[config.mk]
export PLATFORM = sky130hd
export DESIGN_NAME = mips32_prog_loader
export DESIGN_NICKNAME = d
export VERILOG_FILES = /design/src/rtl/mips32_pkg.sv /design/src/rtl/mips32_prog_loader.sv
export SDC_FILE = /design/constraint.sdc
export NUM_CORES = 1
export LEC_CHECK = 0
export ABC_CLOCK_PERIOD_IN_PS = 2800
export BUFFER_PORTS_ARGS = -buffer_cell sky130_fd_sc_hd__buf_2
export CORE_MARGIN = 3
export CORE_UTILIZATION = 35
export DETAILED_ROUTE_END_ITERATION = 8
export PLACE_DENSITY = 0.68
export REMOVE_ABC_BUFFERS = 1
export SLEW_MARGIN = 20
export SYNTH_ARGS = -nofsm -noshare
export SYNTH_HDL_FRONTEND = slang
export SYNTH_SLANG_ARGS = --single-unit
[constraint.sdc]
create_clock -name clk1 -period 2.8 [get_ports clk1]
set_input_delay 0.14 -clock clk1 [delete_from_list [all_inputs] [get_ports clk1]]
set_output_delay 0.14 -clock clk1 [all_outputs]
set_load 0.01 [all_outputs]
[src/rtl/mips32_pkg.sv]
// Shared types and constants for the MIPS32 program loader.
package mips32_pkg;

  typedef enum logic [2:0] {
    ST_IDLE,
    ST_LOAD,
    ST_FLUSH,
    ST_KICK,
    ST_RUN,
    ST_DONE,
    ST_ERR
  } state_t;

  localparam logic [1:0] ERR_NONE    = 2'b00;
  localparam logic [1:0] ERR_OVF     = 2'b01;
  localparam logic [1:0] ERR_TIMEOUT = 2'b10;

  // Opcode field of the core's HLT instruction (bits 31:26).
  localparam logic [5:0] HLT = 6'h3f;

endpackage

[src/rtl/mips32_prog_loader.sv]
// Streams a program into the core's memory from address 0, kicks the core
// with a one-cycle start pulse and supervises it until HLT or a watchdog.
module mips32_prog_loader
  import mips32_pkg::*;
#(
  parameter int ADDR_W      = 10,
  parameter int RUN_TIMEOUT = 4096
) (
  input  logic              clk1,
  input  logic              rst,
  input  logic              start,
  input  logic              in_valid,
  output logic              in_ready,
  input  logic [31:0]       in_data,
  input  logic              in_last,
  output logic              mem_we,
  output logic [ADDR_W-1:0] mem_addr,
  output logic [31:0]       mem_wdata,
  output logic              core_hold,
  output logic              core_start,
  input  logic              core_halted,
  output logic              busy,
  output logic              done,
  output logic              err,
  output logic [1:0]        err_code,
  output logic [ADDR_W:0]   word_count,
  output logic [31:0]       run_cycles
);

  localparam int DEPTH = 1 << ADDR_W;

  state_t state, state_nx;
  logic   accept, clr_session, run_inc, set_ovf, set_to;

  // State register.
  always_ff @(posedge clk1) begin
    if (rst) state <= ST_IDLE;
    else     state <= state_nx;
  end

  // Next-state logic, datapath strobes and state-decoded outputs.
  always_comb begin
    state_nx    = state;
    accept      = 1'b0;
    clr_session = 1'b0;
    run_inc     = 1'b0;
    set_ovf     = 1'b0;
    set_to      = 1'b0;
    in_ready    = 1'b0;
    core_hold   = 1'b1;
    core_start  = 1'b0;
    busy        = 1'b0;
    done        = 1'b0;
    err         = 1'b0;
    case (state)
      ST_IDLE, ST_DONE, ST_ERR: begin
        done = (state == ST_DONE);
        err  = (state == ST_ERR);
        if (start) begin
          state_nx    = ST_LOAD;
          clr_session = 1'b1;
        end
      end
      ST_LOAD: begin
        in_ready = 1'b1;
        busy     = 1'b1;
        if (in_valid) begin
          accept = 1'b1;
          // in_last takes priority: a program that exactly fills memory is legal.
          if (in_last) begin
            state_nx = ST_FLUSH;
          end else if (word_count == (ADDR_W+1)'(DEPTH - 1)) begin
            state_nx = ST_ERR;
            set_ovf  = 1'b1;
          end
        end
      end
      ST_FLUSH: begin
        busy     = 1'b1;
        state_nx = ST_KICK;
      end
      ST_KICK: begin
        busy       = 1'b1;
        core_hold  = 1'b0;
        core_start = 1'b1;
        state_nx   = ST_RUN;
      end
      ST_RUN: begin
        busy      = 1'b1;
        core_hold = 1'b0;
        // Halt beats the watchdog when both happen in the same cycle.
        if (core_halted) begin
          state_nx = ST_DONE;
        end else if (run_cycles == 32'(RUN_TIMEOUT - 1)) begin
          state_nx = ST_ERR;
          set_to   = 1'b1;
        end else begin
          run_inc = 1'b1;
        end
      end
      default: state_nx = ST_IDLE;
    endcase
  end

  // Registered write port, session counters and error code.
  always_ff @(posedge clk1) begin
    if (rst) begin
      mem_we     <= 1'b0;
      mem_addr   <= '0;
      mem_wdata  <= '0;
      word_count <= '0;
      run_cycles <= '0;
      err_code   <= ERR_NONE;
    end else begin
      mem_we <= 1'b0;
      if (accept) begin
        mem_we     <= 1'b1;
        mem_addr   <= word_count[ADDR_W-1:0];
        mem_wdata  <= in_data;
        word_count <= word_count + (ADDR_W+1)'(1);
      end
      if (clr_session) begin
        word_count <= '0;
        run_cycles <= '0;
        err_code   <= ERR_NONE;
      end
      if (state == ST_KICK) run_cycles <= '0;
      if (run_inc && run_cycles != '1) run_cycles <= run_cycles + 32'd1;
      if (set_ovf) err_code <= ERR_OVF;
      if (set_to)  err_code <= ERR_TIMEOUT;
    end
  end

endmodule

==> metrics.txt, run 1 <==
# TYPE chip_impl_metric gauge
chip_impl_info{name="run_status",value="finished clean"} 1
chip_impl_metric{name="final.setup_skew",unit="ns"} 0.00659
chip_impl_metric{name="grt_start_max_net_pins",unit=""} 46
chip_impl_metric{name="die-height",unit="µm"} 114
chip_impl_metric{name="initial_core_utilization",unit="%"} 36.7
chip_impl_metric{name="setup_viol",unit=""} 0
chip_impl_metric{name="irDropWorstVdd",unit="mV"} 0.416
chip_impl_metric{name="die_w",unit="µm"} 114
chip_impl_metric{name="grt_pass1_vias",unit=""} 3825
chip_impl_metric{name="ant_nets",unit=""} 0
chip_impl_metric{name="initialDrtViolationCount",unit=""} 291
chip_impl_metric{name="first_pass_grt_wire_length",unit="µm"} 18000
chip_impl_metric{name="place_inst",unit=""} 776
chip_impl_info{name="hp-class",value="in -> reg"} 1
chip_impl_metric{name="synth_enable_flop_cells",unit=""} 0
chip_impl_metric{name="seq_area_frac_synth",unit="%"} 44.8
chip_impl_metric{name="r2r_slack",unit="ns"} 0.22
chip_impl_metric{name="cts-root-to-sink-buffers",unit=""} 2
chip_impl_metric{name="syn_avg_cell_area",unit="µm²"} 7.82
chip_impl_metric{name="clock_tree.htree_level_count",unit=""} 3
chip_impl_metric{name="sequential_cell_area",unit="µm²"} 1820
chip_impl_info{name="worst_setup_path_start_kind",value="register"} 1
chip_impl_metric{name="firstDrtPassIters",unit=""} 5
chip_impl_metric{name="via_count",unit=""} 4112
chip_impl_metric{name="routed_wl",unit="µm"} 11100
chip_impl_metric{name="count_of_endpoints_failing_hold_in_the_final_timing_report",unit=""} 0
chip_impl_metric{name="pre_cts_slack",unit="ns"} 0.218
chip_impl_metric{name="switchingPower",unit="µW"} 1070
chip_impl_metric{name="final_design_area_no_fill",unit="µm²"} 5190
chip_impl_metric{name="dieArea",unit="µm²"} 12900
chip_impl_metric{name="layout_min_cycle_time",unit="ns"} 2.58
chip_impl_metric{name="p_leak",unit="µW"} 0.00222
chip_impl_metric{name="final_nets",unit=""} 687
chip_impl_metric{name="critical_path_arrival",unit="ns"} 2.85
chip_impl_info{name="critical_path.endpoint_type",value="register"} 1
chip_impl_metric{name="io_pins",unit=""} 132
chip_impl_metric{name="layoutNonFillerInstCount",unit=""} 792
chip_impl_info{name="ys_dominant_reg_cell",value="sky130_fd_sc_hd__dfxtp_1"} 1
chip_impl_metric{name="routed_wire_length_per_instance",unit="µm"} 14.0
chip_impl_metric{name="aggregate_global_route_resource_usage",unit="%"} 17.0
chip_impl_metric{name="clk-insertion-delay-late",unit="ns"} 0.35
chip_impl_metric{name="cts-resized-gates",unit=""} 0
chip_impl_metric{name="avgViaCountPerCell",unit=""} 5.19
chip_impl_metric{name="post_cts.repair.setup_buffers",unit=""} 0
chip_impl_info{name="clock-root-buffer",value="sky130_fd_sc_hd__clkbuf_16"} 1
chip_impl_metric{name="ys_types",unit=""} 51
chip_impl_metric{name="postLayoutCoreUtil",unit="%"} 46.9
chip_impl_metric{name="globalplace.congestion",unit=""} 0.846
chip_impl_info{name="cell_occurring_most_often_along_the_worst_timing_path",value="sky130_fd_sc_hd__or4_4"} 1
chip_impl_metric{name="dpl-instance-area",unit="µm²"} 4900
chip_impl_metric{name="grt_remaining_overflow",unit=""} 0
chip_impl_metric{name="power.density_cell_area",unit="nW/µm²"} 656
chip_impl_metric{name="portBuffers",unit=""} 131
chip_impl_info{name="grt_setup_unrepaired",value="false"} 1
chip_impl_metric{name="core-area",unit="µm²"} 11100
chip_impl_metric{name="timing.final.max_slew_violations",unit=""} 0
chip_impl_metric{name="max_slew.worst_pin.slew",unit="ns"} 0.910
chip_impl_metric{name="critPathMaxStageDelay",unit="ns"} 0.56
chip_impl_metric{name="asyncSetResetFlopFracSynth",unit="%"} 0
chip_impl_metric{name="post-route-period-util",unit="%"} 92.1
chip_impl_metric{name="cts_sinks",unit=""} 91
chip_impl_metric{name="drc",unit=""} 0
chip_impl_metric{name="clkTransAtPathRegs",unit="ns"} 0.07
chip_impl_metric{name="flow.area_growth_from_synthesis",unit="%"} 27.7
chip_impl_metric{name="num-fill-cells",unit=""} 1114
chip_impl_metric{name="multi_input_comb_area",unit="µm²"} 2070
chip_impl_metric{name="antenna_cells",unit=""} 0
chip_impl_metric{name="max-slew-margin-rel",unit="%"} 39.1
chip_impl_metric{name="power.switching_fraction",unit="%"} 31.4
chip_impl_metric{name="setup_slack",unit="ns"} 0.220
chip_impl_metric{name="seqPwrFrac",unit="%"} 42.6
chip_impl_metric{name="grt_antenna_before_repair",unit=""} 0
chip_impl_metric{name="ys_warn_count",unit=""} 0
chip_impl_metric{name="fmax",unit="GHz"} 0.388
chip_impl_metric{name="ff_latch_count_synth",unit=""} 91
chip_impl_metric{name="place.detailed.hpwl",unit="µm"} 7860
chip_impl_metric{name="synthCells",unit=""} 520
chip_impl_metric{name="layout-drive-gt1-share",unit="%"} 26.2
chip_impl_info{name="tritoncts_clock_tree",value="yes"} 1
chip_impl_metric{name="finalHoldWorstSlack",unit="ns"} 0.0282
chip_impl_metric{name="internal-power",unit="µW"} 2330
chip_impl_metric{name="row_count",unit=""} 38
chip_impl_metric{name="cts_hold_buf",unit=""} 0
chip_impl_info{name="criticalPathCategory",value="reg -> reg"} 1
chip_impl_metric{name="clock_power_share",unit="%"} 34.6
chip_impl_info{name="cp_slowest_cell",value="sky130_fd_sc_hd__or4_4"} 1
chip_impl_metric{name="comb_power_share",unit="%"} 22.8
chip_impl_metric{name="drv.max_cap_violation_count",unit=""} 0
chip_impl_metric{name="crit_required",unit="ns"} 3.07
chip_impl_metric{name="post_synth_instance_area",unit="µm²"} 4070
chip_impl_metric{name="timing.critical_path.fanout_max",unit=""} 30
chip_impl_metric{name="total_clock_buffers_created_by_cts",unit=""} 9
chip_impl_info{name="cp_cell_sequence",value="ha_1 -> nand2_1 -> or4_4 -> or4_4 -> a311oi_2 -> buf_12 -> a21oi_1 -> o21bai_1"} 1
-- state kept, by name (all words and copies together), names as in the netlist --
| name | cells |
|---|---|
| err_code | 2 |
| mem_addr | 10 |
| mem_wdata | 32 |
| mem_we | 1 |
| run_cycles | 32 |
| state | 3 |
| word_count | 11 |
-- critical path: cells and delay by family, from the launching register on --
kind / cells / cell delay (ns)
and+or+nand+nor: 3 / 1.15
AOI/OAI and AO/OA: 3 / 0.58
DFF: 1 / 0.34
buffers and inverters: 1 / 0.23
adders and majority gates: 1 / 0.20
-- metrics by stage --
stage                     total power, µW  setup TNS [ns]
final                                3400               0
after global routing                 3590               0
after CTS                            3440               0
after detailed placement             2250               0
after global placement               2220               0
after floorplan                      1930          -10.83
-- power by group through the flow --
stage / Combinational, µW / Sequential [µW] / Clock, µW
global route: 867 / 1460 / 1270
floorplan: 419 / 1510 / 0
finish: 775 / 1450 / 1180
global placement: 755 / 1470 / 0
detailed placement: 776 / 1480 / 0
CTS: 778 / 1450 / 1220
-- placed cells by master (no fill, tap or decap), types with 11 or more instances in the layout --
cell,netlist,routed
sky130_fd_sc_hd__nand3_1,25,25
sky130_fd_sc_hd__or3_1,12,12
sky130_fd_sc_hd__dfxtp_1,91,91
sky130_fd_sc_hd__inv_1,14,14
sky130_fd_sc_hd__a21oi_1,58,58
sky130_fd_sc_hd__nor2_1,25,25
sky130_fd_sc_hd__buf_4,1,14
sky130_fd_sc_hd__buf_2,3,131
sky130_fd_sc_hd__nor3_1,11,11
sky130_fd_sc_hd__nand2_1,131,131
sky130_fd_sc_hd__o21ai_0,14,14
-- kinds of logic after synthesis --
group	count (synthesis)	share of synthesized area, %
buf+inv	44	4.43
xor+xnor	15	3.23
simple gates	256	30.0
mux	6	1.51
compound gates	106	15.4
fa+ha+maj	2	0.615
flops	91	44.8
-- final timing paths --
kind | cells past startpoint | to | from
max | 8 | run_cycles[30] | run_cycles[1]
min | 3 | mem_wdata[7] | in_data[7]
max reg2reg | 8 | run_cycles[30] | run_cycles[1]
min reg2reg | 2 | mem_wdata[19] | mem_wdata[19]
-- synthesized netlist by cell type (5+ instances only) --
library cell | instances | share of area [%]
sky130_fd_sc_hd__a21o_1 | 6 | 1.1
sky130_fd_sc_hd__a21oi_1 | 58 | 7.1
sky130_fd_sc_hd__and3_1 | 6 | 0.92
sky130_fd_sc_hd__clkbuf_1 | 24 | 2.2
sky130_fd_sc_hd__dfxtp_1 | 91 | 45
sky130_fd_sc_hd__inv_1 | 14 | 1.3
sky130_fd_sc_hd__mux2i_1 | 5 | 1.2
sky130_fd_sc_hd__nand2_1 | 131 | 12
sky130_fd_sc_hd__nand3_1 | 25 | 3.1
sky130_fd_sc_hd__nand4_1 | 10 | 1.5
sky130_fd_sc_hd__nor2_1 | 25 | 2.3
sky130_fd_sc_hd__nor3_1 | 11 | 1.4
sky130_fd_sc_hd__nor4_1 | 9 | 1.4
sky130_fd_sc_hd__o211ai_1 | 5 | 0.92
sky130_fd_sc_hd__o21ai_0 | 14 | 1.7
sky130_fd_sc_hd__or3_1 | 12 | 1.8
sky130_fd_sc_hd__xnor2_1 | 5 | 1.1
sky130_fd_sc_hd__xor2_1 | 10 | 2.2
-- layer usage --
layer | GRT usage (%) | routed length (µm)
met4 | 5.15 | 65
met3 | 7.48 | 1080
met1 | 21.0 | 4760
met2 | 26.9 | 5210
met5 | 0 | 0
-- final cells by class --
cell class / count / area share [%]
Timing Repair Buffer: 146 / 15.0
Sequential cell: 91 / 35.1
Clock buffer: 12 / 4.94
Multi-Input combinational cell: 385 / 39.9
Clock inverter: 4 / 0.627
Inverter: 14 / 1.01
Tap cell: 140 / 3.37
Note: power is estimated with default switching activity, not from simulation.
==> inputs of run 2 (changes only) <==
CELL_PAD_IN_SITES_DETAIL_PLACEMENT = 0   (was not set)
CELL_PAD_IN_SITES_GLOBAL_PLACEMENT = 1   (was not set)
PLACE_DENSITY = 0.87   (was 0.68)
==> run 2 against run 1 <==
  * Sequential share of layout area up 0.051 points
  * Sequential power hardly changed
  * Global-route usage barely moved
  * Clock skew is 0.0018 ns higher
  * Setup slack worse by 0.022 ns
  * Cell area fell by 0.14%
  * Sequential cell count did not move
  * Power up 0.27%
  * Largest cell class unchanged
  * Largest power group unchanged
==> metrics.txt, run 2 (synthesis gave the netlist of run 1 again) <==
# TYPE chip_impl_metric gauge
chip_impl_metric{name="firstDrtPassIters",unit=""} 4
chip_impl_metric{name="aggregate_global_route_resource_usage",unit="%"} 17.0
chip_impl_metric{name="seqPwrFrac",unit="%"} 42.7
chip_impl_metric{name="cts-root-to-sink-buffers",unit=""} 2
chip_impl_metric{name="antenna_cells",unit=""} 0
chip_impl_metric{name="initial_core_utilization",unit="%"} 36.7
chip_impl_metric{name="internal-power",unit="µW"} 2300
chip_impl_info{name="critical_path.endpoint_type",value="register"} 1
chip_impl_metric{name="io_pins",unit=""} 132
chip_impl_metric{name="cts_sinks",unit=""} 91
chip_impl_metric{name="layout_min_cycle_time",unit="ns"} 2.60
chip_impl_metric{name="postLayoutCoreUtil",unit="%"} 46.8
chip_impl_metric{name="power.density_cell_area",unit="nW/µm²"} 658
chip_impl_metric{name="timing.final.max_slew_violations",unit=""} 0
chip_impl_metric{name="layout-drive-gt1-share",unit="%"} 26.3
chip_impl_metric{name="r2r_slack",unit="ns"} 0.20
chip_impl_info{name="hp-class",value="in -> reg"} 1
chip_impl_metric{name="drc",unit=""} 0
chip_impl_info{name="grt_setup_unrepaired",value="false"} 1
chip_impl_metric{name="place.detailed.hpwl",unit="µm"} 7720
chip_impl_metric{name="final_nets",unit=""} 686
chip_impl_metric{name="portBuffers",unit=""} 131
chip_impl_metric{name="dpl-instance-area",unit="µm²"} 4880
chip_impl_metric{name="clkTransAtPathRegs",unit="ns"} 0.08
chip_impl_metric{name="setup_viol",unit=""} 0
chip_impl_info{name="layout_top_registers",value="mem_wdata x32, run_cycles x32, word_count x11"} 1
chip_impl_metric{name="cts-resized-gates",unit=""} 0
chip_impl_metric{name="final.setup_skew",unit="ns"} 0.00838
chip_impl_metric{name="clock_tree.htree_level_count",unit=""} 3
chip_impl_info{name="tritoncts_clock_tree",value="yes"} 1
chip_impl_info{name="path_delay_family",value="simple AND/OR/NAND/NOR gates"} 1
chip_impl_metric{name="logic_depth_of_the_worst_register_to_register_path",unit=""} 8
chip_impl_metric{name="drv.max_cap_violation_count",unit=""} 0
chip_impl_metric{name="critical_path_arrival",unit="ns"} 2.88
chip_impl_metric{name="timing.critical_path.fanout_max",unit=""} 20
chip_impl_metric{name="ant_nets",unit=""} 0
chip_impl_metric{name="post-route-period-util",unit="%"} 92.9
chip_impl_metric{name="core-area",unit="µm²"} 11100
chip_impl_metric{name="max_slew.worst_pin.slew",unit="ns"} 0.459
chip_impl_info{name="final_cell_mix",value="sky130_fd_sc_hd__nand2_1, sky130_fd_sc_hd__buf_2, sky130_fd_sc_hd__dfxtp_1"} 1
chip_impl_metric{name="cts_hold_buf",unit=""} 0
chip_impl_metric{name="setup-tns-final",unit="ns"} 0
chip_impl_metric{name="grt_pass1_vias",unit=""} 3791
chip_impl_metric{name="clock_power_share",unit="%"} 35.8
chip_impl_metric{name="p_leak",unit="µW"} 0.00222
chip_impl_metric{name="final_design_area_no_fill",unit="µm²"} 5180
chip_impl_info{name="criticalPathCategory",value="reg -> reg"} 1
chip_impl_metric{name="power.switching_fraction",unit="%"} 32.8
chip_impl_metric{name="grt_start_max_net_pins",unit=""} 45
chip_impl_metric{name="total_clock_buffers_created_by_cts",unit=""} 9
chip_impl_metric{name="count_of_endpoints_failing_hold_in_the_final_timing_report",unit=""} 0
chip_impl_metric{name="globalplace.congestion",unit=""} 0.835
chip_impl_metric{name="irDropWorstVdd",unit="mV"} 0.619
chip_impl_metric{name="first_pass_grt_wire_length",unit="µm"} 18000
chip_impl_metric{name="die-height",unit="µm"} 114
chip_impl_info{name="cp_cell_sequence",value="ha_1 -> nand2_1 -> or4_4 -> or4_4 -> a311oi_2 -> buf_4 -> a21oi_1 -> o21bai_1"} 1
chip_impl_info{name="clock-root-buffer",value="sky130_fd_sc_hd__clkbuf_16"} 1
chip_impl_metric{name="finalHoldWorstSlack",unit="ns"} 0.0200
chip_impl_metric{name="crit_required",unit="ns"} 3.08
chip_impl_metric{name="place_inst",unit=""} 775
chip_impl_info{name="run_status",value="finished clean"} 1
chip_impl_info{name="whs_endpoint",value="mem_wdata[4]"} 1
chip_impl_info{name="worstReg2RegEnd",value="run_cycles[30]"} 1
chip_impl_metric{name="dieArea",unit="µm²"} 12900
chip_impl_metric{name="grt_antenna_before_repair",unit=""} 0
chip_impl_metric{name="clk-insertion-delay-late",unit="ns"} 0.35
chip_impl_metric{name="comb_power_share",unit="%"} 21.5
chip_impl_metric{name="switchingPower",unit="µW"} 1120
chip_impl_metric{name="initialDrtViolationCount",unit=""} 303
chip_impl_info{name="startpoint_of_the_most_critical_hold_path",value="in_data[4]"} 1
chip_impl_info{name="cp_slowest_cell",value="sky130_fd_sc_hd__or4_4"} 1
chip_impl_metric{name="num-fill-cells",unit=""} 1101
chip_impl_info{name="worst_setup_path_start_kind",value="register"} 1
chip_impl_metric{name="multi_input_comb_area",unit="µm²"} 2070
chip_impl_metric{name="flow.area_growth_from_synthesis",unit="%"} 27.5
chip_impl_metric{name="fmax",unit="GHz"} 0.384
chip_impl_metric{name="die_w",unit="µm"} 114
chip_impl_metric{name="worst_hold_path.num_cells",unit=""} 3
chip_impl_metric{name="via_count",unit=""} 4065
chip_impl_metric{name="post_cts.repair.setup_buffers",unit=""} 0
chip_impl_metric{name="routed_wire_length_per_instance",unit="µm"} 13.8
chip_impl_metric{name="critPathMaxStageDelay",unit="ns"} 0.57
chip_impl_info{name="reg2reg_start",value="run_cycles[0]"} 1
chip_impl_metric{name="grt_remaining_overflow",unit=""} 0
chip_impl_metric{name="routed_wl",unit="µm"} 10900
chip_impl_metric{name="row_count",unit=""} 38
chip_impl_info{name="cell_occurring_most_often_along_the_worst_timing_path",value="sky130_fd_sc_hd__or4_4"} 1
chip_impl_metric{name="layoutNonFillerInstCount",unit=""} 791
chip_impl_metric{name="max-slew-margin-rel",unit="%"} 69.4
chip_impl_metric{name="combined_buffer_and_inverter_count_along_the_critical_path",unit=""} 1
chip_impl_metric{name="avgViaCountPerCell",unit=""} 5.14
chip_impl_metric{name="sequential_cell_area",unit="µm²"} 1820
-- run 2: changes by cell type in the layout (fill, tap and decap cells not counted) --
cell and delta:
sky130_fd_sc_hd__buf_12 -1, sky130_fd_sc_hd__clkbuf_1 -1, sky130_fd_sc_hd__clkbuf_8 -2, sky130_fd_sc_hd__clkinv_8 +1, sky130_fd_sc_hd__clkinvlp_4 -2, sky130_fd_sc_hd__inv_6 +1, sky130_fd_sc_hd__inv_8 +3
-- run 2: tightest hold or removal path, stage by stage --
cell	delay [ns]
sky130_fd_sc_hd__buf_2	0.10
sky130_fd_sc_hd__nand2_1	0.04
sky130_fd_sc_hd__a21oi_1	0.05
-- run 2: routing by layer --
| layer | vias to the layer above | GRT usage [%] | wire [µm] |
|---|---|---|---|
| met2 | 134 | 26.5 | 4860 |
| met4 | 0 | 4.43 | 106 |
| li1 | 2056 | - | - |
| met3 | 8 | 8.81 | 1180 |
| met5 | - | 0 | 0 |
| met1 | 1867 | 20.7 | 4740 |
-- run 2: power groups by stage --
stage               Sequential [µW]  Combinational, µW  Clock, µW
floorplan                      1510                419          0
global placement               1480                729          0
detailed placement             1490                739          0
CTS                            1460                741       1260
global route                   1470                824       1320
finish                         1460                734       1220
-- run 2: worst max-delay path by stage --
stage / startpoint / endpoint / slack [ns] / cells after the start
floorplan: run_cycles[0] / run_cycles[31] / -0.43 / 6
global placement: run_cycles[0] / run_cycles[12] / 0.32 / 8
detailed placement: run_cycles[1] / run_cycles[30] / 0.22 / 8
CTS: run_cycles[0] / run_cycles[30] / 0.19 / 8
global route: run_cycles[0] / run_cycles[30] / 0.04 / 8
finish: run_cycles[0] / run_cycles[30] / 0.20 / 8
-- run 2: layout make-up --
cell class                 count  share of cell area, %
clock inverter                 7                   1.47
clock buffer                   9                   4.34
multi-input combinational    385                   40.0
inverter                      14                   1.01
timing repair buffer         145                   14.7
sequential                    91                   35.1
tap                          140                   3.38
-- run 2: stage by stage --
step | total power, µW | setup WS, ns
after floorplan | 1930 | -0.427
after global placement | 2210 | 0.317
after detailed placement | 2230 | 0.218
after CTS | 3460 | 0.193
after global routing | 3610 | 0.0371
final | 3410 | 0.198
